## src/rtl/cpu_pkg.sv

```systemverilog
// Purpose : shared fetch-side constants, the fetch FSM state type and a word-alignment helper.
// Latency : n/a (declarations only).
// Backpr. : n/a.
// Contents: RESET_PC_DEF / EXC_VECTOR_DEF parameter defaults, NOP_INSN, fetch_state_t, align_word().
package cpu_pkg;

    localparam logic [31:0] RESET_PC_DEF   = 32'h0000_0000;
    localparam logic [31:0] EXC_VECTOR_DEF = 32'h8000_0008;
    localparam logic [31:0] NOP_INSN       = 32'h0000_0000;

    typedef enum logic [1:0] {
        S_FETCH   = 2'd0,
        S_WAIT    = 2'd1,
        S_DISCARD = 2'd2
    } fetch_state_t;

    // Instruction fetches are word-aligned; low address bits are dropped.
    function automatic logic [31:0] align_word(input logic [31:0] addr);
        return {addr[31:2], 2'b00};
    endfunction

endpackage

```

## src/rtl/if_fetch_unit_if.sv

```systemverilog
// Purpose : instruction-memory read channel between the fetch unit and the memory.
// Latency : n/a (wires only); data is valid in the same cycle as imem_ready.
// Backpr. : memory stalls by holding imem_ready low; the request stays asserted and stable.
// Signals : imem_req/imem_addr (fetch -> mem), imem_ready/imem_rdata (mem -> fetch).
interface if_fetch_unit_if;
    logic        imem_req;
    logic [31:0] imem_addr;
    logic        imem_ready;
    logic [31:0] imem_rdata;

    // Fetch unit side.
    modport master (
        output imem_req,
        output imem_addr,
        input  imem_ready,
        input  imem_rdata
    );

    // Memory side.
    modport slave (
        input  imem_req,
        input  imem_addr,
        output imem_ready,
        output imem_rdata
    );
endinterface

```

## src/rtl/pc_redirect_mux.sv

```systemverilog
// Purpose : priority select of the redirect target (exception > branch > jump), word-aligned.
// Latency : combinational.
// Backpr. : none.
// Ports   : i_exception, i_branch_taken/i_branch_target, i_jump/i_jump_target -> o_redirect, o_target.
module pc_redirect_mux
    import cpu_pkg::*;
#(
    parameter logic [31:0] EXC_VECTOR = EXC_VECTOR_DEF
) (
    input  logic        i_exception,
    input  logic        i_branch_taken,
    input  logic [31:0] i_branch_target,
    input  logic        i_jump,
    input  logic [31:0] i_jump_target,
    output logic        o_redirect,
    output logic [31:0] o_target
);

    logic [31:0] w_raw_target;

    always_comb begin
        w_raw_target = i_jump_target;
        if (i_exception) begin
            w_raw_target = EXC_VECTOR;
        end else if (i_branch_taken) begin
            w_raw_target = i_branch_target;
        end
    end

    assign o_redirect = i_exception | i_branch_taken | i_jump;
    assign o_target   = align_word(w_raw_target);

endmodule

```

## src/rtl/if_fetch_unit.sv

```systemverilog
// Purpose : IF stage - owns the PC, reads instruction memory, writes/flushes the IF/ID register.
// Latency : one instruction per cycle with zero-wait memory (data returned in the request cycle).
// Backpr. : stall holds PC and IF/ID; memory wait holds the request; squashed responses are dropped.
// Ports   : clk, reset (async active-low), stall, jump/jump_target, branch_taken/branch_target,
//           exception, imem (if_fetch_unit_if.master), PC_out, PC_plus4, Instruction, IF_ID_Wr, IF_ID_Flush.
// Option  : FETCH_SKID_EN - 1-entry skid buffer holds a word returned under stall instead of re-reading it.
module if_fetch_unit
    import cpu_pkg::*;
#(
    parameter logic [31:0] RESET_PC   = RESET_PC_DEF,
    parameter logic [31:0] EXC_VECTOR = EXC_VECTOR_DEF
) (
    input  logic                   clk,
    input  logic                   reset,
    input  logic                   stall,
    input  logic                   jump,
    input  logic [31:0]            jump_target,
    input  logic                   branch_taken,
    input  logic [31:0]            branch_target,
    input  logic                   exception,
    if_fetch_unit_if.master        imem,
    output logic [31:0]            PC_out,
    output logic [31:0]            PC_plus4,
    output logic [31:0]            Instruction,
    output logic                   IF_ID_Wr,
    output logic                   IF_ID_Flush
);

    fetch_state_t r_state;
    fetch_state_t w_state_nxt;

    // Low for the first cycle after reset release so that nothing is requested
    // or written while reset is (or was just) asserted.
    logic        r_run;
    logic [31:0] r_pc;
    logic [31:0] r_pend_target;

    logic [31:0] w_pc_nxt;
    logic [31:0] w_pend_nxt;
    logic        w_redirect;
    logic [31:0] w_target;
    logic        w_req;
    logic        w_mem_done;

`ifdef FETCH_SKID_EN
    logic        r_skid_vld;
    logic [31:0] r_skid_dat;
    logic [31:0] r_skid_pc;
    logic        w_skid_vld_nxt;
    logic [31:0] w_skid_dat_nxt;
    logic [31:0] w_skid_pc_nxt;
`endif

    pc_redirect_mux #(
        .EXC_VECTOR (EXC_VECTOR)
    ) u_redirect_mux (
        .i_exception     (exception),
        .i_branch_taken  (branch_taken),
        .i_branch_target (branch_target),
        .i_jump          (jump),
        .i_jump_target   (jump_target),
        .o_redirect      (w_redirect),
        .o_target        (w_target)
    );

    // A request completes only when it is actually being presented.
    assign w_mem_done     = w_req & imem.imem_ready;
    assign imem.imem_req  = w_req;
    assign imem.imem_addr = r_pc;

    // ---------------------------------------------------------------- state register
    always_ff @(posedge clk or negedge reset) begin
        if (!reset) begin
            r_state <= S_FETCH;
        end else begin
            r_state <= w_state_nxt;
        end
    end

    // ---------------------------------------------------------------- next state
    always_comb begin
        w_state_nxt = r_state;
        if (r_run) begin
`ifdef FETCH_SKID_EN
            if (r_skid_vld) begin
                // No request is outstanding while the buffer is full.
                w_state_nxt = S_FETCH;
            end else begin
`else
            begin
`endif
                case (r_state)
                    S_FETCH, S_WAIT: begin
                        if (w_mem_done) begin
                            w_state_nxt = S_FETCH;
                        end else if (w_redirect) begin
                            w_state_nxt = S_DISCARD;
                        end else begin
                            w_state_nxt = S_WAIT;
                        end
                    end
                    S_DISCARD: begin
                        if (w_mem_done) begin
                            w_state_nxt = S_FETCH;
                        end
                    end
                    default: w_state_nxt = S_FETCH;
                endcase
            end
        end
    end

    // ---------------------------------------------------------------- outputs / datapath next values
    always_comb begin
        w_req       = r_run;
        PC_out      = r_pc;
        PC_plus4    = r_pc + 32'd4;
        Instruction = NOP_INSN;
        IF_ID_Wr    = 1'b0;
        IF_ID_Flush = 1'b0;
        w_pc_nxt    = r_pc;
        w_pend_nxt  = r_pend_target;
`ifdef FETCH_SKID_EN
        w_skid_vld_nxt = r_skid_vld;
        w_skid_dat_nxt = r_skid_dat;
        w_skid_pc_nxt  = r_skid_pc;
        if (r_skid_vld) begin
            w_req    = 1'b0;
            PC_out   = r_skid_pc;
            PC_plus4 = r_skid_pc + 32'd4;
        end
`endif
        if (r_run) begin
            IF_ID_Flush = w_redirect;
`ifdef FETCH_SKID_EN
            if (r_skid_vld) begin
                if (w_redirect) begin
                    w_skid_vld_nxt = 1'b0;
                    w_pc_nxt       = w_target;
                end else if (!stall) begin
                    IF_ID_Wr       = 1'b1;
                    Instruction    = r_skid_dat;
                    w_skid_vld_nxt = 1'b0;
                end
            end else begin
`else
            begin
`endif
                case (r_state)
                    S_FETCH, S_WAIT: begin
                        if (w_redirect) begin
                            // A request that cannot complete now must be drained first;
                            // its data belongs to the squashed path.
                            if (w_mem_done) begin
                                w_pc_nxt = w_target;
                            end else begin
                                w_pend_nxt = w_target;
                            end
                        end else if (w_mem_done && !stall) begin
                            IF_ID_Wr    = 1'b1;
                            Instruction = imem.imem_rdata;
                            w_pc_nxt    = r_pc + 32'd4;
                        end
`ifdef FETCH_SKID_EN
                        else if (w_mem_done && stall) begin
                            w_skid_vld_nxt = 1'b1;
                            w_skid_dat_nxt = imem.imem_rdata;
                            w_skid_pc_nxt  = r_pc;
                            w_pc_nxt       = r_pc + 32'd4;
                        end
`endif
                    end
                    S_DISCARD: begin
                        // The old address stays on the bus; a newer redirect replaces
                        // the pending target.
                        if (w_redirect) begin
                            w_pend_nxt = w_target;
                        end
                        if (w_mem_done) begin
                            w_pc_nxt = w_redirect ? w_target : r_pend_target;
                        end
                    end
                    default: ;
                endcase
            end
        end
    end

    // ---------------------------------------------------------------- datapath registers
    always_ff @(posedge clk or negedge reset) begin
        if (!reset) begin
            r_run         <= 1'b0;
            r_pc          <= RESET_PC;
            r_pend_target <= 32'h0;
        end else begin
            r_run         <= 1'b1;
            r_pc          <= w_pc_nxt;
            r_pend_target <= w_pend_nxt;
        end
    end

`ifdef FETCH_SKID_EN
    always_ff @(posedge clk or negedge reset) begin
        if (!reset) begin
            r_skid_vld <= 1'b0;
            r_skid_dat <= NOP_INSN;
            r_skid_pc  <= RESET_PC;
        end else begin
            r_skid_vld <= w_skid_vld_nxt;
            r_skid_dat <= w_skid_dat_nxt;
            r_skid_pc  <= w_skid_pc_nxt;
        end
    end
`endif

endmodule

```

## src/flat_wrapper.sv

```systemverilog
// flat-port wrapper written by rule: the top's interface ports become plain ports
module if_fetch_unit_flat import cpu_pkg::*;
#(
    parameter logic [31:0] RESET_PC   = RESET_PC_DEF,
    parameter logic [31:0] EXC_VECTOR = EXC_VECTOR_DEF
)
  (clk, reset, stall, jump, jump_target, branch_taken, branch_target, exception, PC_out, PC_plus4, Instruction, IF_ID_Wr, IF_ID_Flush, imem_imem_req, imem_imem_addr, imem_imem_ready, imem_imem_rdata);
  if_fetch_unit_if imem_i ();
  input  logic clk;
  input  logic reset;
  input  logic stall;
  input  logic jump;
  input  logic [31:0] jump_target;
  input  logic branch_taken;
  input  logic [31:0] branch_target;
  input  logic exception;
  output logic [31:0] PC_out;
  output logic [31:0] PC_plus4;
  output logic [31:0] Instruction;
  output logic IF_ID_Wr;
  output logic IF_ID_Flush;
  output wire logic [$bits(imem_i.imem_req)-1:0] imem_imem_req;
  output wire logic [$bits(imem_i.imem_addr)-1:0] imem_imem_addr;
  input wire logic [$bits(imem_i.imem_ready)-1:0] imem_imem_ready;
  input wire logic [$bits(imem_i.imem_rdata)-1:0] imem_imem_rdata;
  assign imem_imem_req = imem_i.imem_req;
  assign imem_imem_addr = imem_i.imem_addr;
  assign imem_i.imem_ready = imem_imem_ready;
  assign imem_i.imem_rdata = imem_imem_rdata;
  if_fetch_unit #(.RESET_PC(RESET_PC), .EXC_VECTOR(EXC_VECTOR)) u_core (.clk(clk), .reset(reset), .stall(stall), .jump(jump), .jump_target(jump_target), .branch_taken(branch_taken), .branch_target(branch_target), .exception(exception), .imem(imem_i), .PC_out(PC_out), .PC_plus4(PC_plus4), .Instruction(Instruction), .IF_ID_Wr(IF_ID_Wr), .IF_ID_Flush(IF_ID_Flush));
endmodule
```

## config.mk

```make
export PLATFORM = sky130hd
export DESIGN_NAME = if_fetch_unit_flat
export DESIGN_NICKNAME = d
export VERILOG_FILES = /design/src/rtl/cpu_pkg.sv /design/src/rtl/if_fetch_unit_if.sv /design/src/rtl/pc_redirect_mux.sv /design/src/rtl/if_fetch_unit.sv /design/src/flat_wrapper.sv
export SDC_FILE = /design/constraint.sdc
export NUM_CORES = 1
export LEC_CHECK = 0
export CAP_MARGIN = 20
export CELL_PAD_IN_SITES_DETAIL_PLACEMENT = 1
export CELL_PAD_IN_SITES_GLOBAL_PLACEMENT = 1
export CORE_ASPECT_RATIO = 0.8
export CORE_MARGIN = 3
export CORE_UTILIZATION = 32
export DETAILED_ROUTE_END_ITERATION = 16
export GPL_ROUTABILITY_DRIVEN = 0
export PLACE_DENSITY_LB_ADDON = 0.1
export SYNTH_ARGS = -nofsm -noshare
export SYNTH_HDL_FRONTEND = slang
export SYNTH_SLANG_ARGS = --single-unit
```

## constraint.sdc

```tcl
create_clock -name clk -period 4.7 [get_ports clk]
set_input_delay 0.47 -clock clk [delete_from_list [all_inputs] [get_ports clk]]
set_output_delay 0.47 -clock clk [all_outputs]
set_load 0.02 [all_outputs]
```

==> impl_metrics.toml <==
[sta]
min_period_over_period = 0.7797
setup_ws_ns = 1.035
holdWs_ns = 0.2353
setup_tns_ns = 0
setup_viol = 0
fin_skew_ns = 0.006292
worst_pin_slew_ns = 1.159
fmax_mhz = 272.9
slew_viol_final = 0
layout_min_cycle_time_ns = 3.665
hold_viol = 0
relSlewSlack = 0.2252
rsz0062_at_grt = "no"

[clocking]
clockBufferDepth = 2
cts_setup_buffers = 0
cts_root_buf = "clkbuf_16"
clk_latency_ns = 0.33
cts_hold_buf = 0
cts.htree.levels = 3
clock-sinks = 67
path_clk_slew_ns = 0.05
ctsResizeCount = 0
cts-buffers-inserted = 9
cts_tree = "done"

[synthesis]
synth_xor_xnor_area_share = 0.05116
synth_area_leaders = "dfrtp_1, a22o_1, mux2i_1, buf_4, nor2_1"
synth_top_cell_area_share = 0.3498
synth_simple_gate_area_frac = 0.2133
syn_area_per_cell_um2 = 8.652
synth_fa_ha_area_frac = 0.002610
synth_top_family_by_area = "simple AND/OR/NAND/NOR gates"
synthFlopType = "dfrtp_1"
synth_top_area_cell = "dfrtp_1"
async_flop_share = 1.000
yosysSeqAreaShare = 0.3498
synth-seq-cells = 67
yosysMostFrequentCell = "dfrtp_1"
synth_nets = 658
synth.top_cells.by_count = "dfrtp_1, nor2_1, and2_1"
synth_compound_area_frac = 0.2080
yosys_warnings = 0
syn_area_um2 = 4793
muxShareOfSynthArea = 0.07439
synth_edf_count = 0
syn_inst = 554
synth_cell_types = 51

[power]
power.density_nw_per_um2 = 325.4
leakagePower_nw = 2.971
ir_drop_v = 0.0001657
power.total_w = 0.002363

[outcome]
status = "completed"

[critical_path]
path_max_fanout = 10
critPathLaunchType = "register"
worst_setup_path_end_kind = "primary output"
cp.arrival_ns = 3.19
r2r_slack_ns = 1.90
critPathKind = "reg2out"
r2r_end = "u_core.PC_out[23]"
slowest_stage = "nor4_4"
r2r_cells = 4
required_ns = 4.23
critPathMaxStageDelay_ns = 0.68
crit-reg2reg-launch = "u_core.r_state[1]"
path_cells = "ha_1 -> nand4_4 -> nor4_4 -> nand4_1 -> xnor2_1 -> clkdlybuf4s50_1"

[layout]
final_layout_size_suffix_gt1_frac = 0.05442
n_antenna_cell = 0
final_cells = 919
nets = 835
syn_to_final_growth_pct = 51.47

[detailed_routing]
drt-pass1-iter-count = 4
wirelength_mm = 18.58
ant_nets = 0
wl_per_cell_um = 20.22
vias = 4959
viasPerCell = 5.396
drt_iter0_drc = 337
drc = 0

[placed_design]
dp_hpwl_mm = 13.82
numPlacedInstances = 904
port_buffers = 229
post-place-ws_ns = 1.143

[global_route]
grt_pass1_wl_mm = 29.12
grt_util_all_layers = 0.2228
antenna_found_initial = 0
grt_pass1_vias = 5301
gr-total-overflow = 0
grt_start_max_net_pins = 42

[worst_hold_path]
min_path_type = "in2async"

[die]
fp.dieW_um = 142.8
initial_core_util = 0.3319
ioPinCount = 234
rows = 39
die-height_um = 115.5
fp.dieArea_um2 = 16490
core_region_area_um2 = 14440

[run]
maxCapViolations = 0
-- metal layers --
| layer | vias up | track usage | wire (um) |
|---|---|---|---|
| li1 | 2311 | - | - |
| met1 | 2451 | 0.2859 | 8052 |
| met2 | 188 | 0.3877 | 9233 |
| met3 | 9 | 0.05569 | 1211 |
| met4 | 0 | 0.03863 | 83 |
| met5 | - | 0 | 0 |
-- area by class of cell --
type / count / area [um^2]
clock inverters: 2 / 35.03
clock buffers: 13 / 260.3
well taps: 184 / 230.2
repair buffers: 238 / 2350
flip-flops and latches: 67 / 1677
multi-input cells: 400 / 2653
fillers: 1668 / 7183
inverters: 15 / 56.30
-- worst max-delay path by stage --
stage | startpoint | end | slack (ns) | depth (start not counted)
6_report | u_core.PC_out[2] | PC_plus4[28] | 1.04 | 6
5_1_grt | u_core.PC_out[2] | PC_plus4[28] | 0.88 | 6
4_1_cts | u_core.PC_out[2] | PC_plus4[28] | 1.06 | 6
3_5_place_dp | branch_taken | Instruction[4] | 1.14 | 6
3_3_place_gp | branch_taken | Instruction[11] | 1.21 | 6
2_1_floorplan | u_core.PC_out[2] | PC_plus4[28] | 2.14 | 5
-- critical path, delay by kind of cell (launching register included) --
kind,cells,cell delay (ns)
simple gates,3,1.20
buf+inv,1,0.64
flops,1,0.46
fa+ha+maj,1,0.30
xor+xnor,1,0.26
-- layout by cell type, fill, tap and decap left out, types with 18 or more instances in the layout --
| cell | count |
|---|---|
| nand2_1 | 27 |
| a21oi_1 | 26 |
| o21ai_0 | 24 |
| and2_1 | 37 |
| clkdlybuf4s50_1 | 227 |
| dfrtp_1 | 67 |
| nor2_1 | 61 |
| xnor2_1 | 18 |
| a22o_1 | 35 |
| mux2i_1 | 30 |
-- cells by family (layout without fill, tap and decap cells) --
| family | Yosys count | count (layout) |
|---|---|---|
| muxes | 35 | 35 |
| adders and majority gates | 1 | 1 |
| other | 1 | 1 |
| AOI/OAI and AO/OA | 141 | 141 |
| buffers and inverters | 87 | 268 |
| and+or+nand+nor | 194 | 194 |
| xor gates and xnor gates | 28 | 28 |
| DFF | 67 | 67 |
-- flip-flops by register name (all words and copies together) (netlist names) --
signal and flops:
u_core.imem.imem_req 1, u_core.r_pend_target 32, u_core.PC_out 32, u_core.r_state 2
-- per-stage QoR --
stage | util | area, um^2
after detailed placement | 0.4822 | 6965
after global routing | 0.5027 | 7261
after floorplan | - | 4793
after CTS | 0.5027 | 7261
final | 0.5027 | 7261
after global placement | 0.4817 | 6958
-- power by group --
group          internal, W  leakage, nW  switching [W]
logic             0.000428         1.96       0.000443
clock network     0.000436        0.146       0.000241
registers         0.000675        0.867       0.000139
total              0.00154         2.97       0.000823
Note: power is estimated with default switching activity, not from simulation.
